===== src/rtl/miriscv_rvfi_pkg.sv =====
// Shared types for the miriscv RVFI trace path: the retirement record and the
// buffered entry that pairs a record with its retirement order stamp.
package miriscv_rvfi_pkg;

  localparam int RVFI_XLEN    = 32;
  localparam int RVFI_ORDER_W = 64;

  typedef struct packed {
    logic [31:0]          insn;
    logic                 trap;
    logic [RVFI_XLEN-1:0] pc_rdata;
    logic [RVFI_XLEN-1:0] pc_wdata;
    logic [4:0]           rd_addr;
    logic [RVFI_XLEN-1:0] rd_wdata;
    logic [RVFI_XLEN-1:0] mem_addr;
    logic [3:0]           mem_rmask;
    logic [3:0]           mem_wmask;
    logic [RVFI_XLEN-1:0] mem_rdata;
    logic [RVFI_XLEN-1:0] mem_wdata;
  } rvfi_pkt_t;

  typedef struct packed {
    rvfi_pkt_t               pkt;
    logic [RVFI_ORDER_W-1:0] order;
  } rvfi_entry_t;

endpackage


===== src/rtl/miriscv_rvfi_fifo.sv =====
// Generic synchronous FIFO with a registered head: a push into an empty FIFO is
// visible one edge later, and the head only changes on a pop or on the first push.
module miriscv_rvfi_fifo #(
  parameter type T     = logic [7:0],
  parameter int  DEPTH = 8
) (
  input  logic                     clk_i,
  input  logic                     rst_i,
  input  logic                     push_i,
  input  T                         wdata_i,
  input  logic                     pop_i,
  output T                         rdata_o,
  output logic                     full_o,
  output logic                     empty_o,
  output logic [$clog2(DEPTH):0]   count_next_o
);

  localparam int AW = $clog2(DEPTH);
  localparam int PW = AW + 1;

  T               mem_q [DEPTH];
  T               rdata_q, rdata_d;
  logic [PW-1:0]  wr_q, wr_d, rd_q, rd_d;
  logic           push_acc, pop_acc, head_upd;

  assign empty_o  = (wr_q == rd_q);
  assign full_o   = (wr_q[AW] != rd_q[AW]) && (wr_q[AW-1:0] == rd_q[AW-1:0]);
  assign pop_acc  = pop_i && !empty_o;
  // A full FIFO still accepts a push when the head leaves in the same cycle.
  assign push_acc = push_i && (!full_o || pop_acc);
  assign wr_d     = wr_q + PW'(push_acc);
  assign rd_d     = rd_q + PW'(pop_acc);
  assign count_next_o = wr_d - rd_d;
  assign head_upd = pop_acc || (push_acc && empty_o);

  // The new head is the incoming word when it lands exactly at the next read slot.
  always_comb begin
    rdata_d = mem_q[rd_d[AW-1:0]];
    if (push_acc && (rd_d[AW-1:0] == wr_q[AW-1:0])) rdata_d = wdata_i;
  end

  always_ff @(posedge clk_i) begin
    if (push_acc) mem_q[wr_q[AW-1:0]] <= wdata_i;
  end

  always_ff @(posedge clk_i) begin
    if (rst_i) begin
      wr_q    <= '0;
      rd_q    <= '0;
      rdata_q <= '0;
    end else begin
      wr_q <= wr_d;
      rd_q <= rd_d;
      if (head_upd) rdata_q <= rdata_d;
    end
  end

  assign rdata_o = rdata_q;

endmodule


===== src/rtl/miriscv_rvfi_trace_buffer.sv =====
// Buffers retired-instruction records between the core and the RVFI consumer,
// stamping retirement order, requesting core stalls early and counting drops.
module miriscv_rvfi_trace_buffer
  import miriscv_rvfi_pkg::*;
#(
  parameter int DEPTH        = 8,
  parameter int STALL_MARGIN = 2,
  parameter int ORDER_W      = 64
) (
  input  logic               clk_i,
  input  logic               rst_i,
  input  logic               retire_valid_i,
  input  rvfi_pkt_t          retire_pkt_i,
  output logic               core_stall_o,
  output logic               rvfi_valid_o,
  input  logic               rvfi_ready_i,
  output rvfi_pkt_t          rvfi_pkt_o,
  output logic [ORDER_W-1:0] rvfi_order_o,
  output logic               overflow_o,
  output logic [15:0]        drop_cnt_o
);

  localparam int CW = $clog2(DEPTH) + 1;

  rvfi_entry_t        wentry, rentry;
  logic               fifo_full, fifo_empty, pop, drop;
  logic [CW-1:0]      count_next;
  logic [ORDER_W-1:0] order_q;
  logic               stall_q, ovf_q;
  logic [15:0]        drop_q;

  assign pop          = !fifo_empty && rvfi_ready_i;
  assign drop         = retire_valid_i && fifo_full && !pop;
  assign wentry.pkt   = retire_pkt_i;
  assign wentry.order = RVFI_ORDER_W'(order_q);

  miriscv_rvfi_fifo #(
    .T     (rvfi_entry_t),
    .DEPTH (DEPTH)
  ) u_fifo (
    .clk_i        (clk_i),
    .rst_i        (rst_i),
    .push_i       (retire_valid_i),
    .wdata_i      (wentry),
    .pop_i        (pop),
    .rdata_o      (rentry),
    .full_o       (fifo_full),
    .empty_o      (fifo_empty),
    .count_next_o (count_next)
  );

  // Order advances on every retirement, dropped or not, so losses show as gaps.
  always_ff @(posedge clk_i) begin
    if (rst_i) begin
      order_q <= '0;
      stall_q <= 1'b0;
      ovf_q   <= 1'b0;
      drop_q  <= '0;
    end else begin
      if (retire_valid_i) order_q <= order_q + 1'b1;
      stall_q <= (count_next >= CW'(DEPTH - STALL_MARGIN));
      if (drop) ovf_q <= 1'b1;
      if (drop && (drop_q != 16'hFFFF)) drop_q <= drop_q + 16'd1;
    end
  end

  assign core_stall_o = stall_q;
  assign rvfi_valid_o = !fifo_empty;
  assign rvfi_pkt_o   = rentry.pkt;
  assign rvfi_order_o = rentry.order[ORDER_W-1:0];
  assign overflow_o   = ovf_q;
  assign drop_cnt_o   = drop_q;

endmodule


===== config.mk =====
export PLATFORM = sky130hd
export DESIGN_NAME = miriscv_rvfi_trace_buffer
export DESIGN_NICKNAME = d
export VERILOG_FILES = /design/src/rtl/miriscv_rvfi_pkg.sv /design/src/rtl/miriscv_rvfi_fifo.sv /design/src/rtl/miriscv_rvfi_trace_buffer.sv
export SDC_FILE = /design/constraint.sdc
export NUM_CORES = 2
export LEC_CHECK = 0
export ABC_AREA = 1
export ABC_CLOCK_PERIOD_IN_PS = 20200
export BUFFER_PORTS_ARGS = -buffer_cell sky130_fd_sc_hd__buf_2
export CELL_PAD_IN_SITES_DETAIL_PLACEMENT = 2
export CELL_PAD_IN_SITES_GLOBAL_PLACEMENT = 2
export CORE_ASPECT_RATIO = 2
export CORE_UTILIZATION = 40
export DETAILED_ROUTE_END_ITERATION = 8
export GPL_ROUTABILITY_DRIVEN = 0
export HOLD_SLACK_MARGIN = 0.03
export PLACE_DENSITY = 0.77
export SLEW_MARGIN = 10
export SYNTH_ARGS = -nofsm -noshare
export SYNTH_HDL_FRONTEND = slang
export SYNTH_SLANG_ARGS = --single-unit

===== constraint.sdc =====
create_clock -name clk_i -period 20.2 [get_ports clk_i]
set_input_delay 2.02 -clock clk_i [delete_from_list [all_inputs] [get_ports clk_i]]
set_output_delay 2.02 -clock clk_i [all_outputs]
set_load 0.005 [all_outputs]

After elaboration in Yosys (flattened, before gate mapping)
Memories as Yosys holds them, arrays and structs flattened. A register that Yosys moved wholly into a read port is not among the register bits.
Cells that the tools add are included.
{ "totals": {"ramBits": 2416, "output_inout_bits": 321, "register_bits": 90, "word_cells": 32, "n_memories": 1, "inputBits": 242} }
{ "memory_table": {"columns": ["name", "depth", "width", "read_ports", "rd_clocked_by_memory_dff", "wr", "line", "text"], "rows": [
  ["u_fifo.mem_q", 8, 302, 1, 1, 1, "miriscv_rvfi_fifo.sv:21", "T mem_q [DEPTH];"]
]} }
{ "op_classes": {"mux": 2, "n_reduce_logical": 13, "n_addsub": 5, "order_cmp": 1, "eq_ne": 4} }
{ "op_table": {"columns": ["operator", "n"], "rows": [
  ["$add 64x1->64 const B", 1],
  ["$add 16x1->16 const B", 1],
  ["$ne 16x16->1 const B", 1],
  ["$add 4x1->4", 2],
  ["$logic_and 1x1->1", 8],
  ["$eq 4x4->1", 1],
  ["$ge 4x3->1 const B", 1],
  ["$sub 4x4->4", 1],
  ["$eq 3x3->1", 1],
  ["$logic_not 1->1", 3],
  ["$logic_or 1x1->1", 2],
  ["$mux 1", 2],
  ["$ne 1x1->1", 1]
]} }

Logic depth before layout (Yosys ltp)
{ "depth": {"ltp_word": 9, "ltp_mapped": 22, "mapped_depth_nobuf": 21} }

Hierarchy
A second synthesis with hierarchy kept.
{ "unflattened": {"hier_cells": 10905, "hier_area_um2": 115901.2} }
{ "by_module_without_submodules": {"columns": ["module", "cells_each", "seq_area_each_um2", "area_per_inst_um2", "n_inst"], "rows": [
  ["miriscv_rvfi_fifo", 10168, 78755.5, 111239.2, 1],
  ["miriscv_rvfi_trace_buffer", 737, 1641.6, 4662.0, 1]
]} }

Least setup slack after synthesis
No wires, ideal clock.
{ "synth_timing": {"kind": "input to register", "startpoint": "input port retire_valid_i", "endpoint": "memory u_fifo.mem_q[1][0] in the netlist's numbering (enable)", "arrival_ns": 15.230, "path_stages": 6, "path_slack_ns": 3.999, "setup_ns": 0.971, "n_path_buf": 2, "t_required_ns": 19.229, "path_cell_list": "buf_2 -> buf_1 -> nand2_1 -> inv_1 -> nand2_1 -> nor2_1"} }
{ "synth_between": {"elab_chain_len": 3} }
{ "synth_rtl": {"columns": ["element", "line", "text"], "rows": [
  ["from (decl)", "miriscv_rvfi_trace_buffer.sv:12", "input logic retire_valid_i,"],
  ["$logic_and 1x1->1", "miriscv_rvfi_fifo.sv:30", "assign push_acc = push_i && (!full_o || pop_acc);"],
  ["$mux 1", "miriscv_rvfi_fifo.sv:43", "if (push_acc) mem_q[wr_q[AW-1:0]] <= wdata_i;"],
  ["$mux 1 (not written as such)", "miriscv_rvfi_fifo.sv:43", null],
  ["to (decl)", "miriscv_rvfi_fifo.sv:21", null]
]} }
Every way passes these cells.

Worst setup path after layout
{ "layout_timing": {"startpoint": "input port rvfi_ready_i", "endpoint": "register, netlist name u_fifo.rdata_o[55]"} }
{ "layout_between": {"elab_cells_between_ends": 7, "classes_between": "add/sub (1); reduce/logical (6)"} }
{ "layout_lines": {"columns": ["element", "line", "text"], "rows": [
  ["from (decl)", "miriscv_rvfi_trace_buffer.sv:16", "input logic rvfi_ready_i,"],
  ["$logic_and 1x1->1", "miriscv_rvfi_trace_buffer.sv:32", "assign pop = !fifo_empty && rvfi_ready_i;"],
  ["$logic_and 1x1->1", "miriscv_rvfi_fifo.sv:28", "assign pop_acc = pop_i && !empty_o;"],
  ["$add 4x1->4", "miriscv_rvfi_fifo.sv:32", "assign rd_d = rd_q + PW'(pop_acc);"],
  ["net u_fifo.rd_d[0]", "miriscv_rvfi_fifo.sv:23", "logic [PW-1:0] wr_q, wr_d, rd_q, rd_d;"]
]} }
The timed path passes the listed nets, and every way through them passes these cells.
A chain may end at the register's enable or synchronous reset.

==> summary.txt <==
Placeable Area: 285000 sq um
Placement-stage cell area: 120000 sq um
CTS tree: done
Total chip power: 15.8 mW
Yosys warning count: 0
Vertical extent of the die: 759 um
Sum Neg Setup Slack: 0 ps
Routed wire length: 423000 um
Achievable Freq: 0.136 GHz
Longest individual stage delay on the worst path: 910 ps
Slew at the pin closest to its max-slew limit: 1220 ps
Share of the cycle needed by the critical path after routing: 36.3%
Setup violators final: 0
Routed Antenna Nets: 0
Via-to-Cell Ratio: 5.81
Depth of the CTS H-tree: 5
Buffer depth of the longest clock path: 4
Inserted Clock Buffers: 274
Ports placed on the boundary: 563
Input/output buffers: 562
P&R area growth vs syn: 12.9%
Endpoint, Worst Hold: u_fifo.rdata_o[163]
Via count of the first global-routing pass: 95400
Predominant post-synthesis flop cell: sky130_fd_sc_hd__edfxtp_1
Antenna violations before repair: 55
Iteration-0 DRC Markers: 5774
Class of the worst hold path: reg2reg
Count of final hold-check violations: 0
Async set or reset register ratio after synthesis: 0%
Number of instances on the worst hold path: 2
Root cell of the clock tree: sky130_fd_sc_hd__clkbuf_16
R2r setup slk: 13000 ps
Count of fill cells added during filler insertion: 29200
Seq/Total Area, Yosys: 70.1%
Worst slew margin relative to its limit: 19.0%
Detailed placement HPWL: 238000 um
CP Class: in2reg
Post-CTS clock slew at the launch and capture registers of the worst setup and hold paths: 70 ps
Length of the first detailed-routing pass in iterations: 6
Worst reg-to-reg path cell count: 19
Power density over the cells: 122 nW/um^2
Die W: 381 um
Hold Crit Start: u_fifo.rdata_o[163]
Result of the run: complete, no violations
Minimum period implied by the final worst setup slack: 7330 ps
Skew final: 37.2 ps
Buffer and inverter count on the worst path: 8
Cells along the critical path: buf_2, nand2_1, inv_1, ha_4, inv_8, buf_4, buf_4, buf_4, buf_4, o21ai_0, o21ai_1, nand2_1, nand2_1, nand2_1, nand3_1, nand3_1, inv_1
Maximum Capacitance Violations: 0
Worst path slowest cell: sky130_fd_sc_hd__buf_4
Global-route wire length before repair: 621000 um
Pin count of the biggest net entering global routing: 220
Net Count, Synth: 10700
TritonCTS Sinks: 2808
Worst R2R Start: u_fifo.wr_q[3]
Count of different cell masters after synthesis: 40
Worst path required time: 21030 ps
Gate count of the mapped netlist: 10400
CP Max Fanout: 174
Via Count: 85300
Family with the most delay on the worst path: buffers and inverters
Average detailed-routed wire length per instance: 28.8 um
Syn avg cell area: 11.0 sq um
Final Max Tran Viols: 0
Area enclosed by the die boundary: 289000 sq um
Endpoint arrival time on the critical path: 8160 ps
Initial core utilization: 40.2%
DRC: 0
Worst-skew pair later-pin latency: 890 ps
Area of the mapped netlist: 115000 sq um
Critical path startpoint category: input pin
Post CTS Setup Buffer Count: 0
Critical Path End Type: register
Total Nets Final: 10900
Final global-route overflow total: 0
Share of layout cells above drive strength 1: 11.0%
Site row count: 277
Post-cts repair resize count: 0
Setup repair after global routing missed its margin: false
Worst VDD drop: 107 uV
R2r endpoint: u_fifo.rdata_o[55]
Static Leakage: 48.2 nW
Hold-fix buffers, CTS: 0
Number of synthesized register bits: 2808
Post-synth EDFFs: 2416
Fin area: 129000 sq um
GRT Total Usage: 28.6%
## logic make-up (layout without fill, tap and decap cells)
family	count (synthesis)	after routing	share of synthesized area, %
buffers and inverters	1149	1612	4.06
and+or+nand+nor	4869	4869	18.4
adders and majority gates	10	10	0.116
DFF	2808	2808	70.1
xor gates and xnor gates	30	30	0.229
other	0	32	0
AOI/OAI and AO/OA	1547	1547	7.07
## stage by stage
step	util (%)	hold WS (ps)	setup WS, ps	cells
floorplan	-	460	4000	10400
global placement	42.3	454	12380	14200
detailed placement	42.3	460	12050	14200
CTS	45.4	470	12860	14600
global route	45.4	491	12600	14700
finish	45.4	468	12870	14700
## cell usage in the layout, fill, tap and decap left out, drive strengths merged, types with 14 or more instances in the layout
cell | netlist | layout
or2 | 273 | 273
nor3 | 31 | 31
nand3 | 958 | 958
a21oi | 79 | 79
o22ai | 270 | 270
clkbuf | 403 | 385
edfxtp | 2416 | 2416
xnor2 | 14 | 14
dfxtp | 392 | 392
nand2 | 1804 | 1804
clkinv | 1 | 75
nor2 | 1460 | 1460
nand4 | 329 | 329
buf | 312 | 688
inv | 433 | 443
diode | 0 | 32
o21ai | 1185 | 1185
bufinv | 0 | 19
xor2 | 16 | 16
## layout make-up
| class | count | area [sq um] | share of cell area [%] |
|---|---|---|---|
| well taps | 3766 | 4710 | 3.64 |
| clock buffers | 385 | 7820 | 6.04 |
| inverters | 434 | 1660 | 1.28 |
| diodes | 32 | 80.1 | 0.0619 |
| multi-input cells | 6456 | 29700 | 23.0 |
| flip-flops and latches | 2808 | 80400 | 62.1 |
| clock inverters | 105 | 1050 | 0.808 |
| repair buffers | 688 | 4000 | 3.09 |
## worst register-to-register path, delay by kind of cell (launching register included)
family / cells / cell delay (ps)
xor+xnor: 1 / 500
buf+inv: 8 / 4560
fa+ha+maj: 1 / 380
simple gates: 7 / 800
compound gates: 2 / 510
flops: 1 / 390
## worst max-delay path by stage
stage                     cells after the start            endpoint           start  slack, ps
after CTS                                    17  u_fifo.rdata_o[55]    rvfi_ready_i      12860
after global placement                       17  u_fifo.rdata_o[80]    rvfi_ready_i      12380
final                                        17  u_fifo.rdata_o[55]    rvfi_ready_i      12870
after floorplan                               6  u_fifo.mem_q[1][0]  retire_valid_i       4000
after detailed placement                     17  u_fifo.rdata_o[55]    rvfi_ready_i      12050
after global routing                         17  u_fifo.rdata_o[57]    rvfi_ready_i      12600
## layer usage
metal | vias up | part of all wire, % | global-route usage [%]
met5 | - | 0.021 | 0
met4 | 14 | 3.4 | 10.1
met3 | 826 | 4.8 | 3.99
met2 | 2523 | 53 | 53.5
met1 | 45000 | 38 | 32.8
li1 | 36900 | - | -
## cell usage after synthesis (2+ instances only)
| library cell | count | area (sq um) |
|---|---|---|
| sky130_fd_sc_hd__a21oi_1 | 79 | 395 |
| sky130_fd_sc_hd__a31oi_1 | 5 | 31.3 |
| sky130_fd_sc_hd__and2_1 | 4 | 25.0 |
| sky130_fd_sc_hd__buf_1 | 92 | 345 |
| sky130_fd_sc_hd__buf_2 | 195 | 976 |
| sky130_fd_sc_hd__buf_4 | 23 | 173 |
| sky130_fd_sc_hd__buf_6 | 2 | 22.5 |
| sky130_fd_sc_hd__clkbuf_1 | 403 | 1510 |
| sky130_fd_sc_hd__dfxtp_1 | 392 | 7850 |
| sky130_fd_sc_hd__edfxtp_1 | 2416 | 72500 |
| sky130_fd_sc_hd__ha_1 | 9 | 113 |
| sky130_fd_sc_hd__inv_1 | 428 | 1610 |
| sky130_fd_sc_hd__inv_2 | 5 | 18.8 |
| sky130_fd_sc_hd__nand2_1 | 1801 | 6760 |
| sky130_fd_sc_hd__nand2_2 | 3 | 18.8 |
| sky130_fd_sc_hd__nand3_1 | 957 | 4790 |
| sky130_fd_sc_hd__nand3b_1 | 7 | 52.6 |
| sky130_fd_sc_hd__nand4_1 | 328 | 2050 |
| sky130_fd_sc_hd__nor2_1 | 1455 | 5460 |
| sky130_fd_sc_hd__nor2_2 | 4 | 25.0 |
| sky130_fd_sc_hd__nor3_1 | 31 | 155 |
| sky130_fd_sc_hd__nor4_1 | 2 | 12.5 |
| sky130_fd_sc_hd__o21a_1 | 5 | 37.5 |
| sky130_fd_sc_hd__o21ai_0 | 1025 | 5130 |
| sky130_fd_sc_hd__o21ai_1 | 160 | 801 |
| sky130_fd_sc_hd__o22ai_1 | 270 | 1690 |
| sky130_fd_sc_hd__or2_0 | 21 | 131 |
| sky130_fd_sc_hd__or2_1 | 157 | 982 |
| sky130_fd_sc_hd__or2_2 | 95 | 594 |
| sky130_fd_sc_hd__xnor2_1 | 14 | 123 |
| sky130_fd_sc_hd__xor2_1 | 16 | 140 |
## sequential cells by signal (all words and copies together) (netlist names)
name / cells
order_q: 64
u_fifo.wr_q: 4
core_stall_o: 1
u_fifo.rd_q: 4
drop_cnt_o: 16
u_fifo.rdata_o: 302
overflow_o: 1
u_fifo.mem_q: 2416
## power by group
group / leakage, nW / internal (mW) / switching (mW)
sequential: 25.5 / 6.58 / 0.163
combinational: 18.4 / 1.06 / 2.78
clock: 4.35 / 2.96 / 2.30
total: 48.2 / 10.6 / 5.24
Note: power is estimated with default switching activity, not from simulation.
